## config.mk

```make
export PLATFORM = sky130hd
export DESIGN_NAME = taxi_axil_reg_bank
export DESIGN_NICKNAME = d
export VERILOG_FILES = /design/src/rtl/taxi_axil_reg_pkg.sv /design/src/rtl/taxi_axil_reg_bank_wr_ch.sv /design/src/rtl/taxi_axil_reg_bank.sv
export SDC_FILE = /design/constraint.sdc
export NUM_CORES = 2
export LEC_CHECK = 0
export ABC_AREA = 1
export ABC_CLOCK_PERIOD_IN_PS = 40300
export CAP_MARGIN = 20
export CORE_AREA = 2 2 456 458
export DETAILED_ROUTE_END_ITERATION = 6
export DIE_AREA = 0 0 458 460
export DONT_BUFFER_PORTS = 1
export GPL_ROUTABILITY_DRIVEN = 0
export SYNTH_ARGS = -nofsm -noshare
export SYNTH_HDL_FRONTEND = slang
export SYNTH_SLANG_ARGS = --single-unit
```

## constraint.sdc

```tcl
create_clock -name clk -period 40.3 [get_ports clk]
set_input_delay 4.03 -clock clk [delete_from_list [all_inputs] [get_ports clk]]
set_output_delay 4.03 -clock clk [all_outputs]
set_load 0.05 [all_outputs]
```

## src/rtl/taxi_axil_reg_pkg.sv

```systemverilog
// Shared types for the AXI4-Lite register bank: response codes and the
// write/read channel state encodings.
package taxi_axil_reg_pkg;

    typedef enum logic [1:0] {
        OKAY   = 2'b00,
        SLVERR = 2'b10,
        DECERR = 2'b11
    } resp_t;

    typedef enum logic {
        W_IDLE = 1'b0,
        W_RESP = 1'b1
    } w_state_t;

    typedef enum logic {
        R_IDLE = 1'b0,
        R_RESP = 1'b1
    } r_state_t;

endpackage

```

## src/rtl/taxi_axil_reg_bank_wr_ch.sv

```systemverilog
// AXI4-Lite write channel: independent AW/W capture, join, decode and B response.
// Emits a combinational commit strobe in the join cycle for OKAY writes.
module taxi_axil_reg_bank_wr_ch
    import taxi_axil_reg_pkg::*;
#(
    parameter int REG_COUNT = 16,
    parameter int DATA_W    = 32,
    parameter int ADDR_W    = 8,
    parameter int STRB_W    = DATA_W / 8,
    parameter logic [REG_COUNT-1:0] RO_MASK = '0,
    parameter int REG_IDX_W = $clog2(REG_COUNT)
) (
    input  logic                 clk,
    input  logic                 rst,
    input  logic [ADDR_W-1:0]    awaddr_i,
    input  logic                 awvalid_i,
    output logic                 awready_o,
    input  logic [DATA_W-1:0]    wdata_i,
    input  logic [STRB_W-1:0]    wstrb_i,
    input  logic                 wvalid_i,
    output logic                 wready_o,
    output logic [1:0]           bresp_o,
    output logic                 bvalid_o,
    input  logic                 bready_i,
    output logic                 commit_o,
    output logic [REG_IDX_W-1:0] idx_o,
    output logic [DATA_W-1:0]    data_o,
    output logic [STRB_W-1:0]    strb_o
);

    localparam int LSB   = $clog2(STRB_W);
    localparam int IDX_W = ADDR_W - LSB;

    w_state_t          state_q, state_d;
    logic              aw_held_q, aw_held_d;
    logic              w_held_q, w_held_d;
    logic [ADDR_W-1:0] awaddr_q, awaddr_d;
    logic [DATA_W-1:0] wdata_q, wdata_d;
    logic [STRB_W-1:0] wstrb_q, wstrb_d;
    logic              awready_q, awready_d;
    logic              wready_q, wready_d;
    logic              bvalid_q, bvalid_d;
    resp_t             bresp_q, bresp_d;
    logic              aw_fire_s, w_fire_s, join_s;
    logic [IDX_W-1:0]  idx_s;
    resp_t             resp_s;
    logic              unused_addr_s;

    assign unused_addr_s = ^awaddr_d[LSB-1:0];

    // Next-state: capture/join of AW and W, decode, and B handshake
    always_comb begin
        aw_fire_s = awvalid_i && awready_q;
        w_fire_s  = wvalid_i && wready_q;
        awaddr_d  = aw_fire_s ? awaddr_i : awaddr_q;
        wdata_d   = w_fire_s ? wdata_i : wdata_q;
        wstrb_d   = w_fire_s ? wstrb_i : wstrb_q;
        aw_held_d = aw_held_q || aw_fire_s;
        w_held_d  = w_held_q || w_fire_s;
        state_d   = state_q;
        bvalid_d  = bvalid_q;
        bresp_d   = bresp_q;
        join_s    = 1'b0;

        idx_s = awaddr_d[ADDR_W-1:LSB];
        if (32'(idx_s) >= 32'(REG_COUNT)) begin
            resp_s = DECERR;
        end else if (RO_MASK[idx_s[REG_IDX_W-1:0]]) begin
            resp_s = SLVERR;
        end else begin
            resp_s = OKAY;
        end

        case (state_q)
            W_IDLE: begin
                if (aw_held_d && w_held_d) begin
                    join_s   = 1'b1;
                    state_d  = W_RESP;
                    bvalid_d = 1'b1;
                    bresp_d  = resp_s;
                end else begin
                    state_d = W_IDLE;
                end
            end
            W_RESP: begin
                if (bready_i) begin
                    state_d   = W_IDLE;
                    bvalid_d  = 1'b0;
                    aw_held_d = 1'b0;
                    w_held_d  = 1'b0;
                end else begin
                    state_d = W_RESP;
                end
            end
            default: begin
                state_d   = W_IDLE;
                bvalid_d  = 1'b0;
                aw_held_d = 1'b0;
                w_held_d  = 1'b0;
            end
        endcase

        awready_d = (state_d == W_IDLE) && !aw_held_d;
        wready_d  = (state_d == W_IDLE) && !w_held_d;
        commit_o  = join_s && (resp_s == OKAY);
        idx_o     = idx_s[REG_IDX_W-1:0];
        data_o    = wdata_d;
        strb_o    = wstrb_d;
    end

    // State and handshake registers; readies stay low until the first edge out of reset
    always_ff @(posedge clk or posedge rst) begin
        if (rst) begin
            state_q   <= W_IDLE;
            aw_held_q <= 1'b0;
            w_held_q  <= 1'b0;
            awaddr_q  <= '0;
            wdata_q   <= '0;
            wstrb_q   <= '0;
            awready_q <= 1'b0;
            wready_q  <= 1'b0;
            bvalid_q  <= 1'b0;
            bresp_q   <= OKAY;
        end else begin
            state_q   <= state_d;
            aw_held_q <= aw_held_d;
            w_held_q  <= w_held_d;
            awaddr_q  <= awaddr_d;
            wdata_q   <= wdata_d;
            wstrb_q   <= wstrb_d;
            awready_q <= awready_d;
            wready_q  <= wready_d;
            bvalid_q  <= bvalid_d;
            bresp_q   <= bresp_d;
        end
    end

    assign awready_o = awready_q;
    assign wready_o  = wready_q;
    assign bvalid_o  = bvalid_q;
    assign bresp_o   = bresp_q;

endmodule

```

## src/rtl/taxi_axil_reg_bank.sv

```systemverilog
// AXI4-Lite slave register bank: writable control registers, read-only status
// registers, and per-register write/read strobes for fabric side effects.
module taxi_axil_reg_bank
    import taxi_axil_reg_pkg::*;
#(
    parameter int REG_COUNT = 16,
    parameter int DATA_W    = 32,
    parameter int ADDR_W    = 8,
    parameter int STRB_W    = DATA_W / 8,
    parameter logic [REG_COUNT-1:0]        RO_MASK   = '0,
    parameter logic [REG_COUNT*DATA_W-1:0] RESET_VAL = '0
) (
    input  logic                        clk,
    input  logic                        rst,
    input  logic [ADDR_W-1:0]           s_axil_awaddr_i,
    input  logic                        s_axil_awvalid_i,
    output logic                        s_axil_awready_o,
    input  logic [DATA_W-1:0]           s_axil_wdata_i,
    input  logic [STRB_W-1:0]           s_axil_wstrb_i,
    input  logic                        s_axil_wvalid_i,
    output logic                        s_axil_wready_o,
    output logic [1:0]                  s_axil_bresp_o,
    output logic                        s_axil_bvalid_o,
    input  logic                        s_axil_bready_i,
    input  logic [ADDR_W-1:0]           s_axil_araddr_i,
    input  logic                        s_axil_arvalid_i,
    output logic                        s_axil_arready_o,
    output logic [DATA_W-1:0]           s_axil_rdata_o,
    output logic [1:0]                  s_axil_rresp_o,
    output logic                        s_axil_rvalid_o,
    input  logic                        s_axil_rready_i,
    output logic [REG_COUNT*DATA_W-1:0] reg_out,
    input  logic [REG_COUNT*DATA_W-1:0] reg_in,
    output logic [REG_COUNT-1:0]        wr_pulse,
    output logic [REG_COUNT-1:0]        rd_pulse
);

    localparam int LSB       = $clog2(STRB_W);
    localparam int IDX_W     = ADDR_W - LSB;
    localparam int REG_IDX_W = $clog2(REG_COUNT);

    function automatic logic [DATA_W-1:0] merge_strb(
        input logic [DATA_W-1:0] old_v,
        input logic [DATA_W-1:0] new_v,
        input logic [STRB_W-1:0] strb
    );
        logic [DATA_W-1:0] res;
        res = old_v;
        for (int b = 0; b < STRB_W; b++) begin
            if (strb[b]) begin
                res[b*8 +: 8] = new_v[b*8 +: 8];
            end else begin
                res[b*8 +: 8] = old_v[b*8 +: 8];
            end
        end
        return res;
    endfunction

    logic                 wr_commit_s;
    logic [REG_IDX_W-1:0] wr_idx_s;
    logic [DATA_W-1:0]    wr_data_s;
    logic [STRB_W-1:0]    wr_strb_s;

    logic [DATA_W-1:0]    reg_q [REG_COUNT];
    logic [REG_COUNT-1:0] wr_pulse_q;

    taxi_axil_reg_bank_wr_ch #(
        .REG_COUNT (REG_COUNT),
        .DATA_W    (DATA_W),
        .ADDR_W    (ADDR_W),
        .STRB_W    (STRB_W),
        .RO_MASK   (RO_MASK),
        .REG_IDX_W (REG_IDX_W)
    ) u_wr_ch (
        .clk       (clk),
        .rst       (rst),
        .awaddr_i  (s_axil_awaddr_i),
        .awvalid_i (s_axil_awvalid_i),
        .awready_o (s_axil_awready_o),
        .wdata_i   (s_axil_wdata_i),
        .wstrb_i   (s_axil_wstrb_i),
        .wvalid_i  (s_axil_wvalid_i),
        .wready_o  (s_axil_wready_o),
        .bresp_o   (s_axil_bresp_o),
        .bvalid_o  (s_axil_bvalid_o),
        .bready_i  (s_axil_bready_i),
        .commit_o  (wr_commit_s),
        .idx_o     (wr_idx_s),
        .data_o    (wr_data_s),
        .strb_o    (wr_strb_s)
    );

    // Register storage and write strobe, updated on the edge after the AW/W join
    always_ff @(posedge clk or posedge rst) begin
        if (rst) begin
            for (int i = 0; i < REG_COUNT; i++) begin
                reg_q[i] <= RESET_VAL[i*DATA_W +: DATA_W];
            end
            wr_pulse_q <= '0;
        end else begin
            wr_pulse_q <= '0;
            if (wr_commit_s) begin
                reg_q[wr_idx_s]      <= merge_strb(reg_q[wr_idx_s], wr_data_s, wr_strb_s);
                wr_pulse_q[wr_idx_s] <= 1'b1;
            end else begin
                wr_pulse_q <= '0;
            end
        end
    end

    for (genvar g = 0; g < REG_COUNT; g++) begin : g_reg_out
        assign reg_out[g*DATA_W +: DATA_W] = reg_q[g];
    end

    assign wr_pulse = wr_pulse_q;

    r_state_t             r_state_q, r_state_d;
    logic                 arready_q, arready_d;
    logic                 rvalid_q, rvalid_d;
    resp_t                rresp_q, rresp_d;
    logic [DATA_W-1:0]    rdata_q, rdata_d;
    logic [REG_COUNT-1:0] rd_pulse_q, rd_pulse_d;
    logic                 ar_fire_s;
    logic [IDX_W-1:0]     ridx_s;
    logic [REG_IDX_W-1:0] rsel_s;
    logic                 unused_araddr_s;

    assign unused_araddr_s = ^s_axil_araddr_i[LSB-1:0];

    // Read next-state: pre-write register value or live status input, decoded on AR accept
    always_comb begin
        ar_fire_s  = s_axil_arvalid_i && arready_q;
        ridx_s     = s_axil_araddr_i[ADDR_W-1:LSB];
        rsel_s     = ridx_s[REG_IDX_W-1:0];
        r_state_d  = r_state_q;
        rvalid_d   = rvalid_q;
        rresp_d    = rresp_q;
        rdata_d    = rdata_q;
        rd_pulse_d = '0;

        case (r_state_q)
            R_IDLE: begin
                if (ar_fire_s) begin
                    r_state_d = R_RESP;
                    rvalid_d  = 1'b1;
                    if (32'(ridx_s) >= 32'(REG_COUNT)) begin
                        rresp_d = DECERR;
                        rdata_d = '0;
                    end else begin
                        rresp_d            = OKAY;
                        rd_pulse_d[rsel_s] = 1'b1;
                        if (RO_MASK[rsel_s]) begin
                            rdata_d = reg_in[32'(rsel_s)*DATA_W +: DATA_W];
                        end else begin
                            rdata_d = reg_q[rsel_s];
                        end
                    end
                end else begin
                    r_state_d = R_IDLE;
                end
            end
            R_RESP: begin
                if (s_axil_rready_i) begin
                    r_state_d = R_IDLE;
                    rvalid_d  = 1'b0;
                end else begin
                    r_state_d = R_RESP;
                end
            end
            default: begin
                r_state_d = R_IDLE;
                rvalid_d  = 1'b0;
            end
        endcase

        arready_d = (r_state_d == R_IDLE);
    end

    // Read channel registers
    always_ff @(posedge clk or posedge rst) begin
        if (rst) begin
            r_state_q  <= R_IDLE;
            arready_q  <= 1'b0;
            rvalid_q   <= 1'b0;
            rresp_q    <= OKAY;
            rdata_q    <= '0;
            rd_pulse_q <= '0;
        end else begin
            r_state_q  <= r_state_d;
            arready_q  <= arready_d;
            rvalid_q   <= rvalid_d;
            rresp_q    <= rresp_d;
            rdata_q    <= rdata_d;
            rd_pulse_q <= rd_pulse_d;
        end
    end

    assign s_axil_arready_o = arready_q;
    assign s_axil_rvalid_o  = rvalid_q;
    assign s_axil_rresp_o   = rresp_q;
    assign s_axil_rdata_o   = rdata_q;
    assign rd_pulse         = rd_pulse_q;

endmodule

```

==> metrics.md <==
| Metric | Value |
|---|---|
| Initial core utilization | `0.1634` |
| Die Width | `458 um` |
| Main synth FF type | `dfrtp_1` |
| Combinational share of power | `0.311` |
| Fmax | `119.6 MHz` |
| Critical Path Fanout Max | `108` |
| Sequential share of power | `0.475` |
| Clock network fraction of total power | `0.213` |
| DRC | `1` |
| Post-synth ARST share | `1.000` |
| Total die area | `210700 sq um` |
| Crit path DAT | `9030 ps` |
| Setup Buffers After CTS | `0` |
| Final wirelength | `228900 um` |
| CTS buffer count | `76` |
| PortBufs | `0` |
| VDD IR max | `0.05569 mV` |
| #FFs+latches synth | `629` |
| Design Area, Final | `39310 sq um` |
| H-tree depth | `3` |
| Leak Pwr | `19.89 nW` |
| Critical Path RT | `40960 ps` |
| Placed cell area | `36490 sq um` |
| Final Util | `0.1908` |
| Final worst-path cycle share | `0.2075` |
| Vias/cell | `5.086` |
| Mean routed wirelength per cell | `31.21 um` |
| Post-DP HPWL | `155000 um` |
| Max_slew headroom | `0.1736` |
| EDFF count, synth | `0` |
| Height of the die | `460 um` |
| Synth-to-Final Area Change | `16.81%` |
| CTS Buffer Depth | `3` |
| DR vias | `37300` |
| Final worst path period need | `8362 ps` |
| Ys Warns | `0` |
| Switching share of power | `0.5887` |
| Synth area leaders | `dfrtp_1, nand2_1, nand3_1` |
| Final setup vio count | `0` |
| Syn Area/Cell | `7.156 sq um` |
| Worst setup EP type | `async pin` |
| Placement Rows | `167` |
| Unique masters post-synth | `27` |
| Yosys top cell area share | `0.4677` |
| Routed Antenna Nets | `0` |
| Slew of the pin with the lowest slew margin | `1240 ps` |
| Final nets | `5091` |
| Final Skew | `43.47 ps` |
| Core area | `206000 sq um` |
| Share of cells above drive strength 1 | `0.07356` |
| Internal power | `1.443 mW` |
| Violated checks | `design-rule violations` |
| Largest net degree at the start of global routing | `109` |
| Total iterations of the first detailed-routing run | `7` |
| RSZ-0062 raised after global routing | `no` |
| Initial antenna violation count | `45` |
| PwrDens | `89.22 nW/um^2` |
| Area leader, netlist | `dfrtp_1` |
| Post-CTS sizing | `0` |
| Final hold violation count | `0` |
| Mapped Area | `33650 sq um` |
| Net count after synthesis | `5274` |
| # IOs | `1156` |
| CTS tree | `yes` |
| Root Driver | `clkbuf_16` |
| Run status | `finished with violations` |
| First-pass GRT wire length | `301900 um` |
| GRT overflow | `0` |
| CTS Hold Bufs | `0` |
| Post-Syn Instances | `4703` |
| Final setup TNS | `0 ps` |
| GRT Overall Usage | `0.2081` |
| Switching power | `2.065 mW` |
| CP Launch Type | `input port` |
| Clk Latency, worst-skew pair | `730 ps` |
| Sequential share of the synthesized area | `0.4677` |
| # Max-Cap Violations | `0` |
| Vias in the first global route | `34090` |
| Hold Crit Class | `register to register` |
| DR iter-0 viols | `6740` |
| Clk pin slew, worst setup/hold paths | `60 ps` |
| Slew Viols, Final | `0` |
| Clock Sinks | `629` |
| Crit Path Category | `input port to async pin` |
-- cell usage after synthesis, types with 4 or more instances --
cell type / count
or2_2: 34
nor2_2: 18
o21ai_0: 71
nor4_1: 8
nor2_1: 55
nand2_1: 2300
a21o_1: 15
a21oi_1: 99
nand2_2: 17
buf_2: 139
a22oi_1: 240
buf_4: 6
nor2_4: 6
dfrtp_1: 629
clkbuf_1: 198
buf_1: 11
nand4_1: 8
a21boi_0: 6
clkinv_1: 4
inv_2: 18
inv_1: 59
nand3_1: 753
-- power by group through the flow --
stage                     logic, mW  clock network [mW]  registers (mW)
after floorplan               0.648                   0            1.46
after global placement         1.04                   0            1.66
after detailed placement       1.06                   0            1.67
after CTS                      1.06               0.756            1.65
after global routing           1.15               0.779            1.67
final                          1.09               0.748            1.67
-- flip-flops by register name (all words and copies together), names as in the netlist, 4 cells and up --
signal	count
reg_out	512
s_axil_rdata_o	32
u_wr_ch.wdata_q	32
rd_pulse	16
wr_pulse	16
u_wr_ch.awaddr_q	6
u_wr_ch.wstrb_q	4
-- cell type report --
class | instances | area [sq um]
clock inverter | 40 | 538.0
inverter | 81 | 319.1
sequential | 629 | 15740
timing repair buffer | 93 | 739.5
fill | 23080 | 166700
clock buffer | 99 | 2108
antenna | 49 | 122.6
tap | 2704 | 3383
multi-input combinational | 3639 | 16360
-- per-layer routing --
metal / track usage / wire, um / vias to the layer above / part of all wire
met4: 0.1406 / 18540 / 12 / 0.081
met5: 0 / 73 / - / 0.00032
met3: 0.1085 / 38340 / 790 / 0.17
li1: - / - / 15040 / -
met2: 0.2855 / 89220 / 3545 / 0.39
met1: 0.2492 / 82710 / 17910 / 0.36
-- kinds of logic after synthesis --
logic type,after synthesis,synth area share
AND/OR/NAND/NOR,3202,0.3931
AO/OA/AOI/OAI,437,0.08484
flip-flops,629,0.4677
buffers and inverters,435,0.05435
-- metrics by stage --
stage / setup slack, ps / hold slack, ps / instances / total power [mW]
2_1_floorplan: 18650 / 421.2 / 4703 / 2.112
3_3_place_gp: 31190 / 428.5 / 7140 / 2.702
3_5_place_dp: 31120 / 462.3 / 7143 / 2.721
4_1_cts: 31880 / 493.7 / 7282 / 3.468
5_1_grt: 31300 / 510.5 / 7289 / 3.609
6_report: 31940 / 495.2 / 7334 / 3.508
-- path summary, 6_finish.rpt --
kind	startpoint	slack (ps)	depth (start not counted)	end
worst max register to register	u_wr_ch.awready_o$_DFF_PP0_	34710	14	reg_out[187]$_DFFE_PP0P_
worst min register to register	r_state_q$_DFF_PP0_	500	1	s_axil_rvalid_o$_DFFE_PP0P_
worst min-delay path	r_state_q$_DFF_PP0_	500	1	s_axil_rvalid_o$_DFFE_PP0P_
worst max-delay path	rst	31940	6	reg_out[404]$_DFFE_PP0P_
max in group clk	s_axil_awvalid_i	32380	14	reg_out[187]$_DFFE_PP0P_
min in group asynchronous	rst	3280	1	reg_out[359]$_DFFE_PP0P_
-- critical path, stage by stage --
cell	delay, ps
inv_8	480
buf_4	840
buf_4	770
buf_4	750
buf_4	890
buf_4	900
-- cells in the final DEF, fill, tap and decap left out, drive strengths merged, types with 9 or more instances in the layout --
master	count
a22oi	240
nand2	2317
inv	85
buf	92
a21oi	99
nand3	754
clkbuf	100
bufinv	9
diode	49
nor2	79
clkinv	22
or2	36
dfrtp	629
a21o	15
o21ai	74
No activity file was read; power rests on OpenSTA's default activity.
